<file path="src/rtl/mips_multicycle_ctrl.sv">
// mips_multicycle_ctrl: Moore control FSM and ALU decoder for a multicycle MIPS datapath
module mips_multicycle_ctrl (
  input  logic       clk,
  input  logic       reset_n,
  input  logic [5:0] op,
  input  logic [5:0] funct,
  input  logic       zero,
  output logic       iord,
  output logic       memwrite,
  output logic       irwrite,
  output logic       regdst,
  output logic       memtoreg,
  output logic       regwrite,
  output logic       alusrca,
  output logic [1:0] alusrcb,
  output logic [1:0] pcsrc,
  output logic       pcen,
  output logic [2:0] alucontrol,
  output logic [3:0] state_dbg
);
  typedef enum logic [3:0] {
    FETCH = 4'd0, DECODE = 4'd1, MEMADR = 4'd2, MEMRD = 4'd3, MEMWB = 4'd4, MEMWR = 4'd5,
    RTYPEEX = 4'd6, RTYPEWB = 4'd7, BEQEX = 4'd8, ADDIEX = 4'd9, ADDIWB = 4'd10, JEX = 4'd11
  } state_t;
  localparam logic [5:0] OP_R = 6'b000000, OP_LW = 6'b100011, OP_SW = 6'b101011;
  localparam logic [5:0] OP_BEQ = 6'b000100, OP_ADDI = 6'b001000, OP_J = 6'b000010;
  state_t state, next;
  logic pcwrite, branch, ir_w, mem_w, reg_w;
  logic [1:0] aluop;
  always_ff @(posedge clk or negedge reset_n)
    if (!reset_n) state <= FETCH;
    else state <= next;
  always_comb begin
    next = FETCH;
    case (state)
      FETCH:   next = DECODE;
      DECODE:  next = (op == OP_LW || op == OP_SW) ? MEMADR :
                      op == OP_R    ? RTYPEEX :
                      op == OP_BEQ  ? BEQEX :
                      op == OP_ADDI ? ADDIEX :
                      op == OP_J    ? JEX : FETCH;
      MEMADR:  next = op == OP_SW ? MEMWR : MEMRD;
      MEMRD:   next = MEMWB;
      RTYPEEX: next = RTYPEWB;
      ADDIEX:  next = ADDIWB;
      default: next = FETCH;
    endcase
  end
  always_comb begin
    iord = 1'b0;
    mem_w = 1'b0;
    ir_w = 1'b0;
    regdst = 1'b0;
    memtoreg = 1'b0;
    reg_w = 1'b0;
    alusrca = 1'b0;
    alusrcb = 2'b00;
    pcsrc = 2'b00;
    pcwrite = 1'b0;
    branch = 1'b0;
    aluop = 2'b00;
    case (state)
      FETCH:   begin ir_w = 1'b1; pcwrite = 1'b1; alusrcb = 2'b01; end
      DECODE:  alusrcb = 2'b11;
      MEMADR:  begin alusrca = 1'b1; alusrcb = 2'b10; end
      MEMRD:   iord = 1'b1;
      MEMWB:   begin memtoreg = 1'b1; reg_w = 1'b1; end
      MEMWR:   begin iord = 1'b1; mem_w = 1'b1; end
      RTYPEEX: begin alusrca = 1'b1; aluop = 2'b10; end
      RTYPEWB: begin regdst = 1'b1; reg_w = 1'b1; end
      BEQEX:   begin alusrca = 1'b1; aluop = 2'b01; pcsrc = 2'b01; branch = 1'b1; end
      ADDIEX:  begin alusrca = 1'b1; alusrcb = 2'b10; end
      ADDIWB:  reg_w = 1'b1;
      JEX:     begin pcsrc = 2'b10; pcwrite = 1'b1; end
      default: ;
    endcase
  end
  // write enables are held off for the whole time reset is asserted
  assign irwrite  = ir_w & reset_n;
  assign memwrite = mem_w & reset_n;
  assign regwrite = reg_w & reset_n;
  assign pcen     = (pcwrite | (branch & zero)) & reset_n;
  assign alucontrol = aluop == 2'b01 ? 3'b110 :
                      aluop != 2'b10 ? 3'b010 :
                      funct == 6'b100010 ? 3'b110 :
                      funct == 6'b100100 ? 3'b000 :
                      funct == 6'b100101 ? 3'b001 :
                      funct == 6'b101010 ? 3'b111 : 3'b010;
  assign state_dbg = state;
endmodule

</file>
<file path="config.mk">
export PLATFORM = sky130hd
export DESIGN_NAME = mips_multicycle_ctrl
export DESIGN_NICKNAME = d
export VERILOG_FILES = /design/src/rtl/mips_multicycle_ctrl.sv
export SDC_FILE = /design/constraint.sdc
export NUM_CORES = 1
export LEC_CHECK = 0
export ABC_AREA = 1
export BUFFER_PORTS_ARGS = -buffer_cell sky130_fd_sc_hd__buf_2
export CAP_MARGIN = 20
export CORE_MARGIN = 5
export CORE_UTILIZATION = 35
export DETAILED_ROUTE_END_ITERATION = 16
export PLACE_DENSITY = 0.69
export SYNTH_ARGS = -nofsm -noshare
export SYNTH_HDL_FRONTEND = slang
export SYNTH_SLANG_ARGS = --single-unit
</file>
<file path="constraint.sdc">
create_clock -name clk -period 1.9 [get_ports clk]
set_input_delay 0 -clock clk [delete_from_list [all_inputs] [get_ports clk]]
set_output_delay 0 -clock clk [all_outputs]
set_load 0.1 [all_outputs]
</file>
* Word-level counts from Yosys, hierarchy flattened
Cells that the tools add are included.
** Word-level totals
- Bits in registers :: 4
- Logic and storage cells :: 62
- Output and inout port bits :: 19
- Input port bits :: 15
** Cells by class
- Reduce and logical (&&, ||, !) cells :: 8
- Multiplexer cells :: 25
- Eq/ne operators :: 22
- Bitwise gates (word level) :: 6
** Operator list (count)
- $eq A6 B6 Y1 const B :: 6
- $pmux W4 S6 :: 1
- $mux W3 :: 7
- $mux W4 :: 5
- $eq A4 B3 Y1 const B :: 4
- $eq A4 B4 Y1 const B :: 4
- $mux W1 :: 9
- $eq A4 B2 Y1 const B :: 2
- $pmux W2 S2 :: 2
- $eq A6 B2 Y1 const B :: 1
- $eq A6 B3 Y1 const B :: 1
- $eq A6 B4 Y1 const B :: 1
- $logic_not A6 Y1 :: 1
- $pmux W2 S3 :: 1
- $reduce_or A2 Y1 :: 3
- $and A1 B1 Y1 :: 5
- $eq A4 B1 Y1 const B :: 1
- $logic_not A4 Y1 :: 1
- $reduce_or A4 Y1 :: 1
- $reduce_or A3 Y1 :: 1
- $eq A2 B1 Y1 const B :: 1
- $ne A2 B2 Y1 const B :: 1
- $logic_or A1 B1 Y1 :: 1
- $or A1 B1 Y1 :: 1

* Longest topological paths before layout
Gate-level depths: netlist (run 1).
- Word-level depth :: 7
- Depth in mapped cells :: 7
- Gate-level depth less buffers :: 7

* Worst setup path before layout (run 1)
Ideal clock, no wire load.
- Kind :: reg-to-output
- Start point :: reg state[1] (netlist: state_dbg[1])
- End point :: out pcen
- Cell stages (with the launch flop) :: 5
- Slack :: -1.722 ns
- Path buffers :: 0
- Required time :: 1.900 ns
- Arrival time :: 3.622 ns
- Cells stage by stage :: dfrtp_1 nand2_1 nor2_1 a21oi_1 a21oi_2
** Between the ends
- Word-level cells in the longest chain between the ends :: 5
- Elaborated cells on any way between the ends :: 9
- Those cells by class :: eq/ne (2); mux (2); bitwise (3); reduce/logical (2)
** RTL lines
- from (decl) :: line 27 : state_t state, next;
- from (signal assigned) :: line 32 : else state <= next;
- $eq A4 B4 Y1 / $logic_not A4 Y1 (equally long branches) :: line 62 : case (state)
- $reduce_or A2 Y1 (no source line) / $mux W1 (equally long branches)
- $mux W1 / $and A1 B1 Y1 (equally long branches) :: line 62, 82
- $or A1 B1 Y1 (*) :: line 82 : assign pcen = (pcwrite | (branch & zero)) & reset_n;
- $and A1 B1 Y1 (*) :: line 82
- to (decl) :: line 17 : output logic pcen,
Every way passes the cells marked *; elsewhere a longest branch is shown, timed or not.

* Final worst setup path (run 1)
Same ends and word-level chain as after synthesis.

==> results of run 1 <==
-- critical path, cell delays in order, from the launching register on --
cell	delay [ps]
dfrtp_4	510
nor2_1	230
nand2_1	130
inv_2	70
nand2_1	70
a21oi_4	110
buf_2	430
-- worst paths after layout --
kind                       cells after the start         start            to
max                                            6  state_dbg[1]          pcen
min                                            2       reset_n  state_dbg[0]
max reg2reg                                    5  state_dbg[2]  state_dbg[2]
min reg2reg                                    3  state_dbg[3]  state_dbg[0]
max in group asynchronous                      2       reset_n  state_dbg[3]
min in group clk                               5         op[2]  state_dbg[1]
-- where the power goes --
part | total [mW] | switching [mW] | internal [mW]
logic | 1.19 | 0.996 | 0.192
registers | 0.181 | 0.0512 | 0.130
clock network | 0.107 | 0.0358 | 0.0707
total | 1.48 | 1.08 | 0.393
-- timing repair --
item,CTS,global route
endpoints found under the hold margin,4,0
hold buffers,1,0
resized for setup,0,0
-- cells by family after synthesis --
logic type             after synthesis  share of synthesized area [%]
AND/OR/NAND/NOR                     66                           57.7
buffers and inverters               20                           14.6
AO/OA/AOI/OAI                        7                           8.27
flip-flops                           4                           19.5
-- per-layer routing --
| metal | track usage (%) | up-vias |
|---|---|---|
| met5 | 0 | - |
| met4 | 1.38 | 0 |
| met3 | 3.98 | 0 |
| met2 | 26.1 | 24 |
| met1 | 13.4 | 328 |
| li1 | - | 378 |
-- area by class of cell --
cell class	instances	area (µm²)	share of cell area, %
multi-input combinational	73	395	49.3
clock buffer	3	22.5	2.81
timing repair buffer	34	175	21.8
tap	15	18.8	2.34
sequential	4	115	14.4
inverter	20	75.1	9.36
-- cell usage in the layout (no fill, tap or decap), drive strengths merged --
| cell type | instances |
|---|---|
| buf | 33 |
| nand2 | 27 |
| nor2 | 22 |
| inv | 20 |
| nand3 | 13 |
| dfrtp | 4 |
| a21oi | 4 |
| clkbuf | 3 |
| o21ai | 3 |
| nand4 | 2 |
| nor3b | 1 |
| nand3b | 1 |
| dlygate4sd3 | 1 |
==> run_results.csv, run 1 <==
group,metric,value,unit
outcome,status,"finished clean",
sta,post-route-period-util,93.8,%
run,maxCapViolCount,0,
synth,synth_edf_count,0,
floorplanning,core,1350,µm²
clock_tree,clk_pin_slew_worst_paths,40,ps
worst_setup_path,critPathArrivalTime,1780,ps
sta,setup_viol,0,
synth,synth.distinct_cells,17,
placement,placed_cell_area,769,µm²
sta,tightest_slew,490,ps
global_route,grt_pass1_vias,683,
placement,place_ws,372,ps
global_route,track_usage,13.1,%
finish,final_util,59.4,%
detailed_routing,wl_met3,121,µm
min_path,hp-class,"input port to async pin",
global_route,antenna_found_initial,0,
detailed_routing,ant_nets,0,
floorplanning,fp.dieH,48.3,µm
floorplanning,rows,13,
sta,setup_tns,0,ps
worst_setup_path,crit_type,"register to output pin",
finish,layoutNonFillerInstCount,149,
synth,seq_area_frac_synth,19.5,%
finish,final_area,802,µm²
synth,yosys.area.top_type,"dfrtp_1",
power_and_ir_drop,vdd_drop_max,767,µV
sta,final.min_clock_period,1780,ps
synth,synth.most_common_cell,"nand2_1",
worst_setup_path,critPathLaunchType,"register",
synth,ys_async_sr_fraction,100,%
synth,yosysWarnings,0,
placement,dp.cells,145,
clock_tree,cts.sinks,4,
worst_setup_path,worstPathRequired,1900,ps
placement,place.gp.congestion,0.859,
sta,finalMaxSlewViolations,0,
synth,syn-num-nets,112,
worst_setup_path,crit_path_end_kind,"output pin",
finish,largest_register_ffs,4,
power_and_ir_drop,power.total,1.48,mW
clock_tree,cts_tree,"built",
detailed_routing,top_layer,"met3",
power_and_ir_drop,leakagePower,0.493,nW
global_route,grt_pass1_wl,2620,µm
finish,drive_gt1_share,41.8,%
detailed_routing,vias_per_cell,4.90,
clock_tree,h-tree-depth,1,
synth,syn_area,514,µm²
clock_tree,clock_path_buffers,2,
power_and_ir_drop,powerDensity,1840,nW/µm²
placement,dp_hpwl,1410,µm
worst_setup_path,crit_fanout,8,
detailed_routing,wl,1550,µm
clock_tree,post_cts_buffers,0,
sta,relSlewSlack,67.6,%
sta,fin_ws,118,ps
global_route,grt_overflow,0,
sta,hold_viol,0,
sta,finClkSkew,6.53,ps
clock_tree,cts_root_buf,"clkbuf_4",
synth,ys_ff_latch,4,
synth,synth_flop_cell,"dfrtp_1",
finish,diodes,0,
clock_tree,insertion_delay,240,ps
floorplanning,dieArea,2340,µm²
sta,hold_ws,104,ps
detailed_routing,drt_iter0_drc,4,
detailed_routing,m1WireLength,620,µm
global_route,grt_max_degree,9,
floorplanning,io_pins,34,
synth,synth.top_cells.by_count,"nand2_1 (25), nor2_1 (20), inv_1 (18)",
finish,fillCellCount,144,
placement,port_buffers,33,
synth,yosysTopAreaCellShare,19.5,%
detailed_routing,drtPass1Iterations,4,
detailed_routing,vias,730,
detailed_routing,wl_met2,810,µm
floorplanning,die_x,48.3,µm
sta,rsz0062_at_grt,"false",
floorplanning,start_util,38.1,%
detailed_routing,drc,0,
sta,max_freq,0.561,GHz
worst_setup_path,r2r_slack,590,ps
finish,syn2layout_area_growth,56.0,%
synth,syn_area_per_cell,5.30,µm²
clock_tree,cts-buffers-inserted,3,
detailed_routing,wl_per_cell,10.4,µm
finish,nets,151,
synth,syn_inst,97,
synth,synth.area.top_cells,"dfrtp_1 (19%), nand2_1 (18%), nor2_1 (15%), inv_1 (13%), nand3_1 (12%)",
Note: power is estimated with default switching activity, not from simulation.
==> run 2: changes to the inputs <==
--- a/config.mk
+++ b/config.mk
@@ -9,9 +9,10 @@
 export BUFFER_PORTS_ARGS = -buffer_cell sky130_fd_sc_hd__buf_2
 export CAP_MARGIN = 20
 export CORE_MARGIN = 5
-export CORE_UTILIZATION = 35
+export CORE_UTILIZATION = 30
 export DETAILED_ROUTE_END_ITERATION = 16
-export PLACE_DENSITY = 0.69
+export HOLD_SLACK_MARGIN = 0.02
 export SYNTH_ARGS = -nofsm -noshare
 export SYNTH_HDL_FRONTEND = slang
 export SYNTH_SLANG_ARGS = --single-unit
+export TNS_END_PERCENT = 50
==> run 2 against run 1 <==
Effect of this change:
- total power is 0.67% lower
- largest power group unchanged
- clock skew is 1.5 ps lower
- register-to-register slack hardly changed
- combinational power hardly changed
- highest routed layer unchanged
==> run_results.csv, run 2 (same netlist as run 1, synthesis figures left out) <==
group,metric,value,unit
clock_tree,cts_tree,"built",
clock_tree,cts-buffers-inserted,3,
worst_setup_path,critical-path-max-stage-delay,510,ps
finish,final_area,802,µm²
sta,relSlewSlack,67.5,%
detailed_routing,wl,1560,µm
placement,dp_hpwl,1370,µm
power_and_ir_drop,vdd_drop_max,1150,µV
outcome,status,"finished clean",
global_route,grt_overflow,0,
finish,nets,151,
floorplanning,start_util,30.8,%
detailed_routing,wl_per_cell,10.3,µm
global_route,track_usage,12.5,%
floorplanning,core,1670,µm²
sta,hold_viol,0,
sta,finalMaxSlewViolations,0,
placement,placed_cell_area,769,µm²
worst_setup_path,crit_type,"register to output pin",
clock_tree,cts_root_buf,"clkbuf_4",
sta,post-route-period-util,93.5,%
sta,tightest_slew,490,ps
detailed_routing,drt_iter0_drc,13,
worst_setup_path,r2r_slack,590,ps
finish,largest_register_ffs,4,
worst_setup_path,crit_fanout,8,
worst_setup_path,endpoint,"pcen",
clock_tree,h-tree-depth,1,
sta,rsz0062_at_grt,"false",
global_route,grt_pass1_vias,650,
worst_setup_path,crit_chain,"nor2_1 -> nand2_1 -> inv_2 -> nand2_1 -> a21oi_4 -> buf_2",
worst_setup_path,r2r_cells,5,
worst_setup_path,critPathArrivalTime,1780,ps
sta,setup_viol,0,
sta,final.min_clock_period,1780,ps
worst_setup_path,timing.rr.start,"state_dbg[2]",
clock_tree,cts.sinks,4,
clock_tree,insertion_delay,230,ps
floorplanning,die_x,51.4,µm
worst_setup_path,crit_path_end_kind,"output pin",
global_route,grt_pass1_wl,2570,µm
detailed_routing,ant_nets,0,
global_route,grt_max_degree,9,
worst_setup_path,r2r_end,"state_dbg[2]",
worst_setup_path,startpoint,"state_dbg[1]",
power_and_ir_drop,powerDensity,1830,nW/µm²
run,maxCapViolCount,0,
detailed_routing,drtPass1Iterations,4,
placement,port_buffers,33,
finish,final_common_cell,"buf_2",
finish,syn2layout_area_growth,56.0,%
detailed_routing,drc,0,
floorplanning,rows,15,
finish,diodes,0,
sta,max_freq,0.563,GHz
clock_tree,clk_pin_slew_worst_paths,40,ps
floorplanning,io_pins,34,
global_route,antenna_found_initial,0,
placement,place.gp.congestion,0.825,
worst_setup_path,worstPathRequired,1900,ps
clock_tree,post_cts_buffers,0,
floorplanning,fp.dieH,51.4,µm
power_and_ir_drop,power.total,1.47,mW
sta,finClkSkew,5.06,ps
detailed_routing,vias_per_cell,4.62,
worst_setup_path,crit_top_cell,"nand2_1",
clock_tree,clock_path_buffers,2,
finish,drive_gt1_share,41.0,%
worst_setup_path,crit_slowest_cell,"dfrtp_4",
floorplanning,dieArea,2640,µm²
worst_setup_path,critPathLaunchType,"register",
min_path,hp-class,"input port to async pin",
power_and_ir_drop,leakagePower,0.493,nW
finish,layout_common_cells,"buf_2 (33), nand2_1 (25), inv_1 (18)",
detailed_routing,vias,697,
[run 2: cell counts in the layout (fill, tap and decap cells not counted)]
No cell type changed its count.
[run 2: metrics by stage]
stage	hold slack (ps)	utilization, %	setup WS (ps)	cells	setup TNS (ps)
after global placement	-175	46.1	412	147	0
after CTS	113	48.0	120	151	0
after floorplan	-296	-	-316	97	-612
after detailed placement	-176	46.1	372	147	0
after global routing	133	48.0	10.5	151	0
final	124	48.0	123	151	0
[run 2: area by class of cell]
cell class | count | area (µm²)
clock buffer | 3 | 22.5
fill | 195 | 868
inverter | 20 | 75.1
multi-input combinational | 73 | 393
sequential | 4 | 115
tap | 17 | 21.3
timing repair buffer | 34 | 175
[run 2: repair_timing]
item	4_1_cts	5_1_grt
resized for setup	0	0
endpoints found under the hold margin	4	0
hold buffers	1	0
[run 2: how the worst min path moves through the flow]
stage | start | to | slack, ps | cells after the start
after floorplan | reset_n | state_dbg[0] | -300 | 0
after CTS | reset_n | state_dbg[1] | 110 | 2
after global routing | reset_n | state_dbg[1] | 130 | 2
final | reset_n | state_dbg[1] | 120 | 2
after detailed placement | reset_n | state_dbg[1] | -180 | 1
after global placement | reset_n | state_dbg[3] | -170 | 1
[run 2: critical path, delay by kind of cell, from the launching register on]
| kind | cells | cell delay (ps) |
|---|---|---|
| flops | 1 | 510 |
| simple gates | 3 | 420 |
| compound gates | 1 | 110 |
| buf+inv | 2 | 490 |
[run 2: where the power goes]
part / total, mW / internal, mW / switching [mW]
logic: 1.19 / 0.191 / 0.996
clock network: 0.100 / 0.0703 / 0.0302
registers: 0.179 / 0.130 / 0.0490
total: 1.47 / 0.391 / 1.07
[run 2: per-layer routing]
metal  wire, µm  vias up  GRT usage (%)
met2        728       25           22.7
met5          0        -              0
li1           -      375              -
met1        659      297           14.6
met4          0        0           3.93
met3        170        0           2.33
